### config.mk
export PLATFORM = sky130hd
export DESIGN_NAME = replace_order_encoder
export DESIGN_NICKNAME = d
export VERILOG_FILES = /design/src/rtl/replace_order_encoder.sv
export SDC_FILE = /design/constraint.sdc
export NUM_CORES = 1
export LEC_CHECK = 0
export ABC_CLOCK_PERIOD_IN_PS = 2000
export CORE_MARGIN = 2
export CORE_UTILIZATION = 48
export CTS_BUF_LIST = sky130_fd_sc_hd__clkbuf_8
export CTS_CLUSTER_SIZE = 12
export DETAILED_ROUTE_END_ITERATION = 6
export HOLD_SLACK_MARGIN = 0.03
export PLACE_DENSITY = 0.69
export SYNTH_ARGS = -nofsm -noshare
export SYNTH_HDL_FRONTEND = slang
export SYNTH_SLANG_ARGS = --single-unit
### constraint.sdc
create_clock -name clk -period 2 [get_ports clk]
set_input_delay 0.2 -clock clk [delete_from_list [all_inputs] [get_ports clk]]
set_output_delay 0.2 -clock clk [all_outputs]
set_load 0.005 [all_outputs]
### src/rtl/replace_order_encoder.sv
// replace_order_encoder: serializes ITCH 5.0 Replace Order ('U') messages into a big-endian byte stream
module replace_order_encoder #(
  parameter logic [7:0] MSG_TYPE   = 8'h55,
  parameter int         MSG_LENGTH = 27,
  parameter int         GAP_CYCLES = 0
) (
  input  logic        clk,
  input  logic        rst,
  input  logic        msg_valid,
  output logic        msg_ready,
  input  logic [63:0] msg_old_order_ref,
  input  logic [63:0] msg_new_order_ref,
  input  logic [31:0] msg_shares,
  input  logic [31:0] msg_price,
  output logic [7:0]  byte_out,
  output logic        valid_out,
  input  logic        ready_out,
  output logic        last_out,
  output logic        busy,
  output logic [15:0] msg_sent_count
);
  typedef enum logic [1:0] {IDLE, SEND, GAP} state_t;
  localparam logic [5:0] LAST     = 6'(MSG_LENGTH - 1);
  localparam logic [3:0] GAP_LOAD = 4'(GAP_CYCLES - 1);
  state_t state_q, state_d;
  logic [215:0] act_q, act_d;
  logic [191:0] pend_q, pend_d, in_msg;
  logic pend_full_q, pend_full_d;
  logic [5:0] idx_q, idx_d;
  logic [3:0] gap_q, gap_d;
  logic valid_q, valid_d, last_q, last_d, ready_q, ready_d, busy_q, busy_d;
  logic [15:0] cnt_q, cnt_d;
  logic accept, fire, done, free;
  always_comb begin
    in_msg      = {msg_old_order_ref, msg_new_order_ref, msg_shares, msg_price};
    accept      = msg_valid && ready_q;
    fire        = valid_q && ready_out;
    done        = state_q == SEND && fire && idx_q == LAST;
    free        = state_q == IDLE || (done && GAP_CYCLES == 0) || (state_q == GAP && gap_q == 4'd0);
    state_d     = state_q;
    act_d       = act_q;
    pend_d      = pend_q;
    pend_full_d = pend_full_q;
    idx_d       = idx_q;
    gap_d       = gap_q;
    valid_d     = valid_q;
    last_d      = last_q;
    cnt_d       = done ? cnt_q + 16'd1 : cnt_q;
    if (free) begin
      state_d     = (pend_full_q || accept) ? SEND : IDLE;
      act_d       = (pend_full_q || accept) ? {MSG_TYPE, pend_full_q ? pend_q : in_msg, 16'h0} : '0;
      valid_d     = pend_full_q || accept;
      idx_d       = 6'd0;
      last_d      = 1'b0;
      pend_full_d = 1'b0;
    end else if (done) begin
      state_d = GAP;
      gap_d   = GAP_LOAD;
      act_d   = '0;
      valid_d = 1'b0;
      last_d  = 1'b0;
    end else if (state_q == GAP) begin
      gap_d = gap_q - 4'd1;
    end else if (fire) begin
      act_d  = act_q << 8;
      idx_d  = idx_q + 6'd1;
      last_d = idx_q + 6'd1 == LAST;
    end
    if (accept && !(free && !pend_full_q)) begin
      pend_d      = in_msg;
      pend_full_d = 1'b1;
    end
    ready_d = !pend_full_d;
    busy_d  = state_d != IDLE || pend_full_d;
  end
  always_ff @(posedge clk) begin
    if (rst) begin
      state_q     <= IDLE;
      act_q       <= '0;
      pend_q      <= '0;
      pend_full_q <= 1'b0;
      idx_q       <= 6'd0;
      gap_q       <= 4'd0;
      valid_q     <= 1'b0;
      last_q      <= 1'b0;
      ready_q     <= 1'b1;
      busy_q      <= 1'b0;
      cnt_q       <= 16'd0;
    end else begin
      state_q     <= state_d;
      act_q       <= act_d;
      pend_q      <= pend_d;
      pend_full_q <= pend_full_d;
      idx_q       <= idx_d;
      gap_q       <= gap_d;
      valid_q     <= valid_d;
      last_q      <= last_d;
      ready_q     <= ready_d;
      busy_q      <= busy_d;
      cnt_q       <= cnt_d;
    end
  end
  assign msg_ready      = ready_q;
  assign byte_out       = act_q[215:208];
  assign valid_out      = valid_q;
  assign last_out       = last_q;
  assign busy           = busy_q;
  assign msg_sent_count = cnt_q;
endmodule

## Word level (Yosys, flattened, before mapping)

Index checks and enable logic that the tools add are counted.
Widths: inputs -> output; s select.

| operators by class | value |
|---|---|
| bitwise gates (word level) | 3 |
| reduce and logical (&&, ||, !) cells | 26 |
| add/sub/neg operators | 3 |
| equality and inequality tests | 5 |
| multiplexer cells | 15 |

Operator list:

| operator | number |
|---|---|
| $mux 216 | 4 |
| $mux 215 | 1 |
| $mux 192 | 1 |
| $add 16x1->16 const B | 1 |
| $eq 6x5->1 const B | 2 |
| $mux 4 | 2 |
| $logic_and 1x1->1 | 7 |
| $add 6x1->6 const B | 1 |
| $reduce_and 2->1 | 3 |
| $reduce_bool 2->1 | 3 |
| $mux 1 | 5 |
| $logic_not 4->1 | 1 |
| $logic_or 1x1->1 | 4 |
| $mux 2 | 2 |
| $sub 4x1->4 const B | 1 |
| $logic_not 1->1 | 3 |
| $ne 3x3->1 const B | 1 |
| $not 1->1 | 3 |
| $reduce_and 3->1 | 1 |
| $reduce_bool 3->1 | 1 |
| $reduce_or 3->1 | 1 |
| $eq 2x1->1 const B | 1 |
| $eq 2x2->1 const B | 1 |
| $logic_not 2->1 | 1 |
| $reduce_or 2->1 | 1 |

| storage, ports and cells | value |
|---|---|
| register bits after elaboration | 441 |
| output and inout port bits | 28 |
| word-level logic and storage cells | 63 |

## Logic depth before layout (Yosys ltp)

Gate-level depths: netlist (run 1).

| logic depth | value |
|---|---|
| word-level depth | 10 |
| mapped depth | 9 |
| gate-level depth less buffers | 6 |

## Least setup slack after synthesis (run 1)

OpenSTA, ideal clock, no wires.

| timing path | value |
|---|---|
| path type | register -> register |
| from | register gap_q[0] |
| to | register act_q[112] |
| buffers on the path | 3 |
| setup slack | 0.006 ns |
| arrival | 1.908 ns |
| stages on the path, launching flop included | 10 |
| cells stage by stage | dfxtp_1 -> inv_1 -> ha_1 -> or3b_1 -> buf_2 -> a22oi_4 -> buf_2 -> clkbuf_1 -> nor2_1 -> a211oi_1 |

| between the ends | value |
|---|---|
| cells in the longest elaborated chain, start to end | 5 |
| elaborated cells on any way between the ends | 7 |
| classes of those cells | 1 x eq/ne; 1 x mux; 5 x reduce/logical |

Ends and longest elaborated chain:

| item | RTL line | RTL |
|---|---|---|
| from (decl) | 30 | `logic [3:0] gap_q, gap_d;` |
| from (signal assigned) | 95 | `gap_q <= gap_d;` |
| $logic_not 4->1 * | 39 | `free = state_q == IDLE \|\| (done && GAP_CYCLES == 0) \|\| (state_q == GAP && gap_q == 4'd0);` |
| $logic_and 1x1->1 * | 39 |  |
| $logic_or 1x1->1 * | 39 |  |
| $ne 3x3->1 (no line) / $reduce_bool 3->1 (equally long branches) | - |  |
| $reduce_and 2->1 (no line) | - |  |
| to (signal assigned) | 91 | `act_q <= act_d;` |
| to (decl) | 26 | `logic [215:0] act_q, act_d;` |

Mark *: on every way between the ends. The rest lies on a longest branch, timed or not.
A chain may end at the register's enable or synchronous reset.

## Worst setup path in the final report (run 1)

| timing path | value |
|---|---|
| from | register gap_q[0] |
| to | register pend_q[5] |

| between the ends | value |
|---|---|
| cells in the longest elaborated chain, start to end | 6 |

Ends and longest elaborated chain:

| item | RTL line | RTL |
|---|---|---|
| $logic_not 4->1 | 39 |  |
| $logic_and 1x1->1 | 39 |  |
| $logic_or 1x1->1 | 39 |  |
| $logic_and 1x1->1 | 69 | `if (accept && !(free && !pend_full_q)) begin` |
| $logic_not 1->1 | 69 |  |
| $logic_and 1x1->1 | 69 |  |
| to (signal assigned) | 92 | `pend_q <= pend_d;` |
| to (decl) | 27 | `logic [191:0] pend_q, pend_d, in_msg;` |

No other way between the ends.

==> flow_metrics.tcl, run 1 <==
set metrics [dict create \
    status "finished with violations" \
    violations "setup timing" \
    synth-compound-area-share_pct 30.7 \
    place_ws_ns -0.190 \
    arrival_ns 2.69 \
    rsz0062_at_grt "yes" \
    rows 78 \
    first_pass_iters 6 \
    overflow 0 \
    core_um2 45600 \
    finClkSkew_ns 0.0232 \
    die_area_um2 48200 \
    tns_ns -22.49 \
    numPortBuffers 223 \
    cp-start-kind "flip-flop" \
    powerDensity_nw_per_um2 794 \
    grt_pass1_wl_um 116000 \
    drcViolationCount 0 \
    synth_edf_count 0 \
    min-delay-path-class "input port to flip-flop" \
    path_buf_inv 3 \
    cellLeakagePower_nw 10.8 \
    fill_cells 3419 \
    fin_cells 3487 \
    first_iter_violations 2686 \
    r2r_cells 8 \
    antenna_found_initial 2 \
    worstMarginPinSlew_ns 0.586 \
    hold_viol_final 0 \
    synth_mux_area_share_pct 9.84 \
    maxCapViolCount 0 \
    die_y_um 220 \
    cp_cell_sequence "inv_2, ha_4, or3b_4, buf_6, a21o_4, clkbuf_16, o211ai_1, a21oi_2" \
    cts_tree "yes" \
    slew_headroom_pct 61.0 \
    synth_top_family_by_area "compound AO/OA/AOI/OAI gates" \
    crit_path_max_incr_delay_ns 0.44 \
    cts_buffers 76 \
    netlist_area_um2 22300 \
    grt_max_degree 99 \
    yosys.area_share.xor_xnor_pct 0.236 \
    finalWorstSetupSlack_ns -0.168 \
    nets 3035 \
    endpoint_kind "flip-flop" \
    crit_cells 8 \
    grt_pass1_vias 21200 \
    vias_per_cell 6.67 \
    dp.cells 3264 \
    yosysSeqAreaShare_pct 38.2 \
    path_clk_slew_ns 0.07 \
    synthSimpleGateAreaFrac_pct 13.8 \
    io_pins 224 \
    cts_sinks 425 \
    synth_fa_ha_area_share_pct 0.337 \
    crit_type "flip-flop to flip-flop" \
    grt_use_total_pct 29.7 \
    synth_fp_nets 2871 \
    antenna_left 0 \
    ys_types 52 \
    crit_path_max_fanout 9 \
    htree_levels 3 \
    die_width_um 220 \
    drive_gt1_share_pct 27.3 \
    start_util_pct 48.9 \
    dp.final_hpwl_um 42400 \
    yosys_most_used_dff "dfxtp_1" \
    ir_worst_vdd_mv 0.479 \
    crit_family "compound AO/OA/AOI/OAI gates" \
    setup_viol 364 \
    p_total_mw 24.2 \
    syn_avg_cell_area_um2 8.35 \
    place_congestion 0.836 \
    slowest_stage "or3b_4" \
    async_flop_share_pct 0 \
    ys_seq_elements 425 \
    routedWlPerCell_um 23.9 \
    finalCritPeriodShare_pct 108 \
    clockRootBuffer "clkbuf_8" \
    vias 23200 \
    postSynthCellCount 2669 \
    cts_buffer_depth 3 \
    yosys_warnings 0 \
    clkLatencyLatePin_ns 0.66 \
    area_growth_pct 36.6 \
    totalWireLength_um 83200 \
    critPathRequiredTime_ns 2.52 \
    hold_path_depth 3 \
    fin_crit_ns 2.17 \
    fmax_ghz 0.461 \
    slew_violations 0 \
]
==> where the power goes <==
part | internal (mW) | total, mW | switching (mW)
Clock | 4.35 | 8.14 | 3.78
Combinational | 3.11 | 6.51 | 3.40
Sequential | 9.15 | 9.55 | 0.405
==> registers in the layout (all words and copies together), names as in the netlist, 2 cells and up <==
signal / cells
gap_q: 4
state_q: 2
idx_q: 6
pend_q: 192
msg_sent_count: 16
act_q: 200
==> cells in the mapped netlist, types with 4 or more instances <==
cell type	count	area share [%]
buf_2	84	1.9
o31ai_1	8	0.27
or4_1	9	0.30
nand4_1	6	0.17
clkbuf_1	240	4.0
mux2_2	193	9.7
a32oi_1	8	0.31
o21ai_0	198	4.4
inv_1	11	0.19
nor2_1	208	3.5
buf_1	22	0.37
dfxtp_1	425	38
nor3_1	4	0.090
o211ai_1	192	6.5
nand3_1	385	8.6
a2bb2oi_1	184	7.2
ha_1	6	0.34
or3_1	5	0.14
nand2_1	17	0.29
a211oi_1	189	6.4
buf_4	13	0.44
a21oi_1	216	4.8
==> worst register-to-register path: stages, from the launching register on <==
cell	delay, ns
dfxtp_2	0.32
inv_2	0.08
ha_4	0.13
or3b_4	0.44
buf_6	0.16
a21o_4	0.33
clkbuf_16	0.24
o211ai_1	0.24
a21oi_2	0.08
==> per-layer routing <==
layer  global-route usage (%)  part of all wire, %
met1                     39.6                   40
met2                     48.5                   47
met3                     5.11                  8.2
met4                     10.3                  4.3
met5                        0                    0
==> final cells by class <==
cell class	count	area [um2]	area share, %
diodes	2	5.00	0.0164
clock buffers	98	1350	4.43
clock inverters	32	129	0.423
inverters	12	50.0	0.164
multi-input cells	1876	13700	45.1
flip-flops and latches	425	8520	28.0
well taps	600	751	2.46
repair buffers	442	5910	19.4
==> cell families (layout without fill, tap and decap cells) <==
group | after synthesis | count (layout)
flip-flops | 425 | 425
other | 0 | 2
buffers and inverters | 371 | 584
adder cells (fa/ha/maj) | 6 | 6
AO/OA/AOI/OAI | 1012 | 1014
multiplexers | 195 | 195
AND/OR/NAND/NOR | 654 | 655
XOR/XNOR | 6 | 6
==> timing repair <==
action	4_1_cts	5_1_grt
gates cloned	24	44
setup buffers	30	2
pin swaps	89	133
gates resized for setup	151	224
setup endpoints to repair	400	404
endpoints found under the hold margin	32	0
hold buffers	1	0
==> final timing paths <==
check / start / to / slack [ns]
setup reg to reg: gap_q[0] / pend_q[5] / -0.17
hold reg to reg: act_q[201] / act_q[209] / 0.45
setup / recovery: gap_q[0] / pend_q[5] / -0.17
hold / removal: msg_new_order_ref[48] / pend_q[112] / 0.16
==> layout by cell type, fill, tap and decap left out, types with 6 or more instances in the layout <==
cell type / n
a211oi_1: 76
a211oi_2: 113
a21oi_1: 193
a21oi_2: 23
a2bb2oi_1: 184
a32oi_1: 8
buf_12: 58
buf_16: 29
buf_4: 60
buf_6: 27
buf_8: 14
clkbuf_16: 30
clkbuf_8: 98
clkdlybuf4s50_1: 222
dfxtp_1: 420
inv_1: 35
mux2_2: 193
nand2_1: 16
nand3_1: 279
nand3_2: 84
nand3_4: 22
nand4_1: 6
nor2_1: 208
o211ai_1: 192
o21ai_0: 197
o31ai_1: 8
or4_1: 9
==> per-stage QoR <==
step / hold WS (ns) / util [%] / area (um2)
3_3_place_gp: 0.446 / 56.2 / 25600
5_1_grt: 0.155 / 66.8 / 30500
4_1_cts: 0.142 / 62.7 / 28600
3_5_place_dp: 0.451 / 56.2 / 25600
2_1_floorplan: 0.380 / - / 22300
6_report: 0.164 / 66.8 / 30500
No activity file was read; power rests on OpenSTA's default activity.
==> run 2: changes to the inputs <==
--- a/config.mk
+++ b/config.mk
@@ -9,6 +9,7 @@
 export CORE_MARGIN = 2
 export CORE_UTILIZATION = 48
 export CTS_BUF_LIST = sky130_fd_sc_hd__clkbuf_8
+export CTS_CLUSTER_DIAMETER = 30
 export CTS_CLUSTER_SIZE = 12
 export DETAILED_ROUTE_END_ITERATION = 6
 export HOLD_SLACK_MARGIN = 0.03
==> flow_metrics.tcl, run 2 (synthesis gave the netlist of run 1 again) <==
set metrics [dict create \
    status "finished with violations" \
    violations "setup timing" \
    cts_tree "yes" \
    critPathLaunch "gap_q[0]" \
    rsz0062_at_grt "yes" \
    finalCritPeriodShare_pct 111 \
    vias_per_cell 6.63 \
    overflow 0 \
    top_register "act_q" \
    cellLeakagePower_nw 11.2 \
    dp.final_hpwl_um 42400 \
    routedWlPerCell_um 23.4 \
    place_congestion 0.836 \
    start_util_pct 48.9 \
    cts_sinks 425 \
    power_switching_mw 8.49 \
    largest_reg_flops 200 \
    drive_gt1_share_pct 30.9 \
    rr_startpoint "gap_q[0]" \
    pwr-share-comb_pct 22.2 \
    critPathMostFrequentCell "clkbuf_16" \
    regToRegSetupSlack_ns -0.23 \
    die_width_um 220 \
    powerDensity_nw_per_um2 934 \
    grt_pass1_wl_um 118000 \
    area_growth_pct 41.7 \
    clkPwrFrac_pct 45.4 \
    crit_type "flip-flop to flip-flop" \
    cts_buffer_depth 3 \
    slowest_stage "or3b_4" \
    endpoint_kind "flip-flop" \
    slew_violations 0 \
    fmax_ghz 0.449 \
    finalWorstSetupSlack_ns -0.227 \
    p_total_mw 29.5 \
    clockRootBuffer "clkbuf_8" \
    fin_area_um2 31600 \
    antenna_left 0 \
    min-delay-path-class "input port to flip-flop" \
    post_dp_cell_area_um2 25600 \
    ir_worst_vdd_mv 0.621 \
    totalWireLength_um 82500 \
    hold_viol_final 0 \
    grt_max_degree 99 \
    cts_buffers 104 \
    vias 23400 \
    first_iter_violations 2867 \
    mostFrequentLayoutCell "dfxtp_1" \
    setup_viol 386 \
    fill_cells 3248 \
    core_um2 45600 \
    grt_pass1_vias 21700 \
    critPathRequiredTime_ns 2.61 \
    path_clk_slew_ns 0.06 \
    crit_family "buffers and inverters" \
    arrival_ns 2.84 \
    rows 78 \
    worstMarginPinSlew_ns 0.606 \
    holdWs_ns 0.114 \
    cp_cell_sequence "inv_2, ha_2, or3b_4, a2bb2oi_4, buf_6, clkbuf_16, clkbuf_16, nand3_1, a211oi_1" \
    p_sw_share_pct 28.8 \
    fin_crit_ns 2.23 \
    clkLatencyLatePin_ns 0.71 \
    path_buf_inv 4 \
    min_to "pend_q[26]" \
    antenna_found_initial 1 \
    htree_levels 3 \
    final_cell_mix "420 x dfxtp_1, 275 x nand3_1, 222 x clkdlybuf4s50_1" \
    maxCapViolCount 0 \
    worstHoldStart "msg_price[26]" \
    die_area_um2 48200 \
    cp-start-kind "flip-flop" \
    grt_use_total_pct 30.2 \
    crit_path_max_fanout 8 \
    slew_headroom_pct 59.6 \
    pwr-share-seq_pct 32.4 \
    nets 3042 \
    drcViolationCount 0 \
    r2r_cells 9 \
    first_pass_iters 6 \
    die_y_um 220 \
    io_pins 224 \
    r2r_end "act_q[120]" \
    crit_path_max_incr_delay_ns 0.46 \
    finClkSkew_ns 0.0376 \
    hold_path_depth 3 \
    numPortBuffers 223 \
    p_int_mw 21.0 \
]
==> run 2: changes by cell type in the layout (fill, tap and decap cells not counted), moves of 12 or more <==
cell,before,now
clkbuf_8,98,130
a21oi_1,193,181
bufinv_16,0,22
a211oi_2,113,154
a211oi_1,76,35
inv_1,35,17
==> run 2: how the worst max path moves through the flow <==
stage / end / slack [ns] / cells after the start
after floorplan: act_q[112] / 0.006 / 9
after global placement: pend_q[35] / -0.10 / 7
after detailed placement: pend_q[2] / -0.19 / 8
after CTS: pend_q[56] / -0.11 / 10
after global routing: act_q[120] / -0.27 / 9
final: act_q[120] / -0.23 / 9
==> run 2: routing by layer <==
| metal | global-route usage, % | wire (um) | vias to the layer above |
|---|---|---|---|
| li1 | - | - | 10400 |
| met1 | 39.6 | 33200 | 11400 |
| met2 | 48.6 | 39200 | 1271 |
| met3 | 5.26 | 6410 | 281 |
| met4 | 13.2 | 3700 | 0 |
| met5 | 0 | 0 | - |
==> run 2: metrics by stage <==
stage | instances | utilization, % | setup WS, ns | TNS (ns)
floorplan | 2669 | - | 0.00610 | 0
global placement | 3264 | 56.2 | -0.103 | -17.42
detailed placement | 3264 | 56.2 | -0.190 | -38.13
CTS | 3490 | 65.0 | -0.114 | -19.19
global route | 3526 | 69.3 | -0.267 | -54.03
finish | 3526 | 69.3 | -0.227 | -34.38
==> run 2: layout make-up <==
type | instances | area, um2 | area share [%]
Tap cell | 600 | 751 | 2.38
Clock inverter | 61 | 906 | 2.87
Clock buffer | 130 | 1790 | 5.66
Inverter | 12 | 50.0 | 0.158
Sequential cell | 425 | 8520 | 27.0
Timing Repair Buffer | 423 | 5620 | 17.8
Antenna cell | 1 | 2.50 | 0.00792
Multi-Input combinational cell | 1874 | 14000 | 44.2
==> run 2: repair_timing <==
item	CTS	global route
buffers inserted	14	9
resized for setup	147	286
pin swaps	65	134
hold endpoints to repair	50	0
endpoints found under the setup margin	397	406
cloned	21	33
hold buffers	1	0
==> run 2: power groups by stage <==
stage	clock, mW	combinational [mW]	sequential (mW)
CTS	13.5	5.51	9.52
global placement	0	4.87	9.66
detailed placement	0	4.94	9.68
floorplan	0	3.24	9.56
finish	13.4	6.56	9.56
global route	13.9	6.92	9.61
==> run 2: worst min-delay path, delay by kind of cell <==
family	cells	cell delay [ns]
AOI/OAI and AO/OA	2	0.16
buffers and inverters	1	0.42
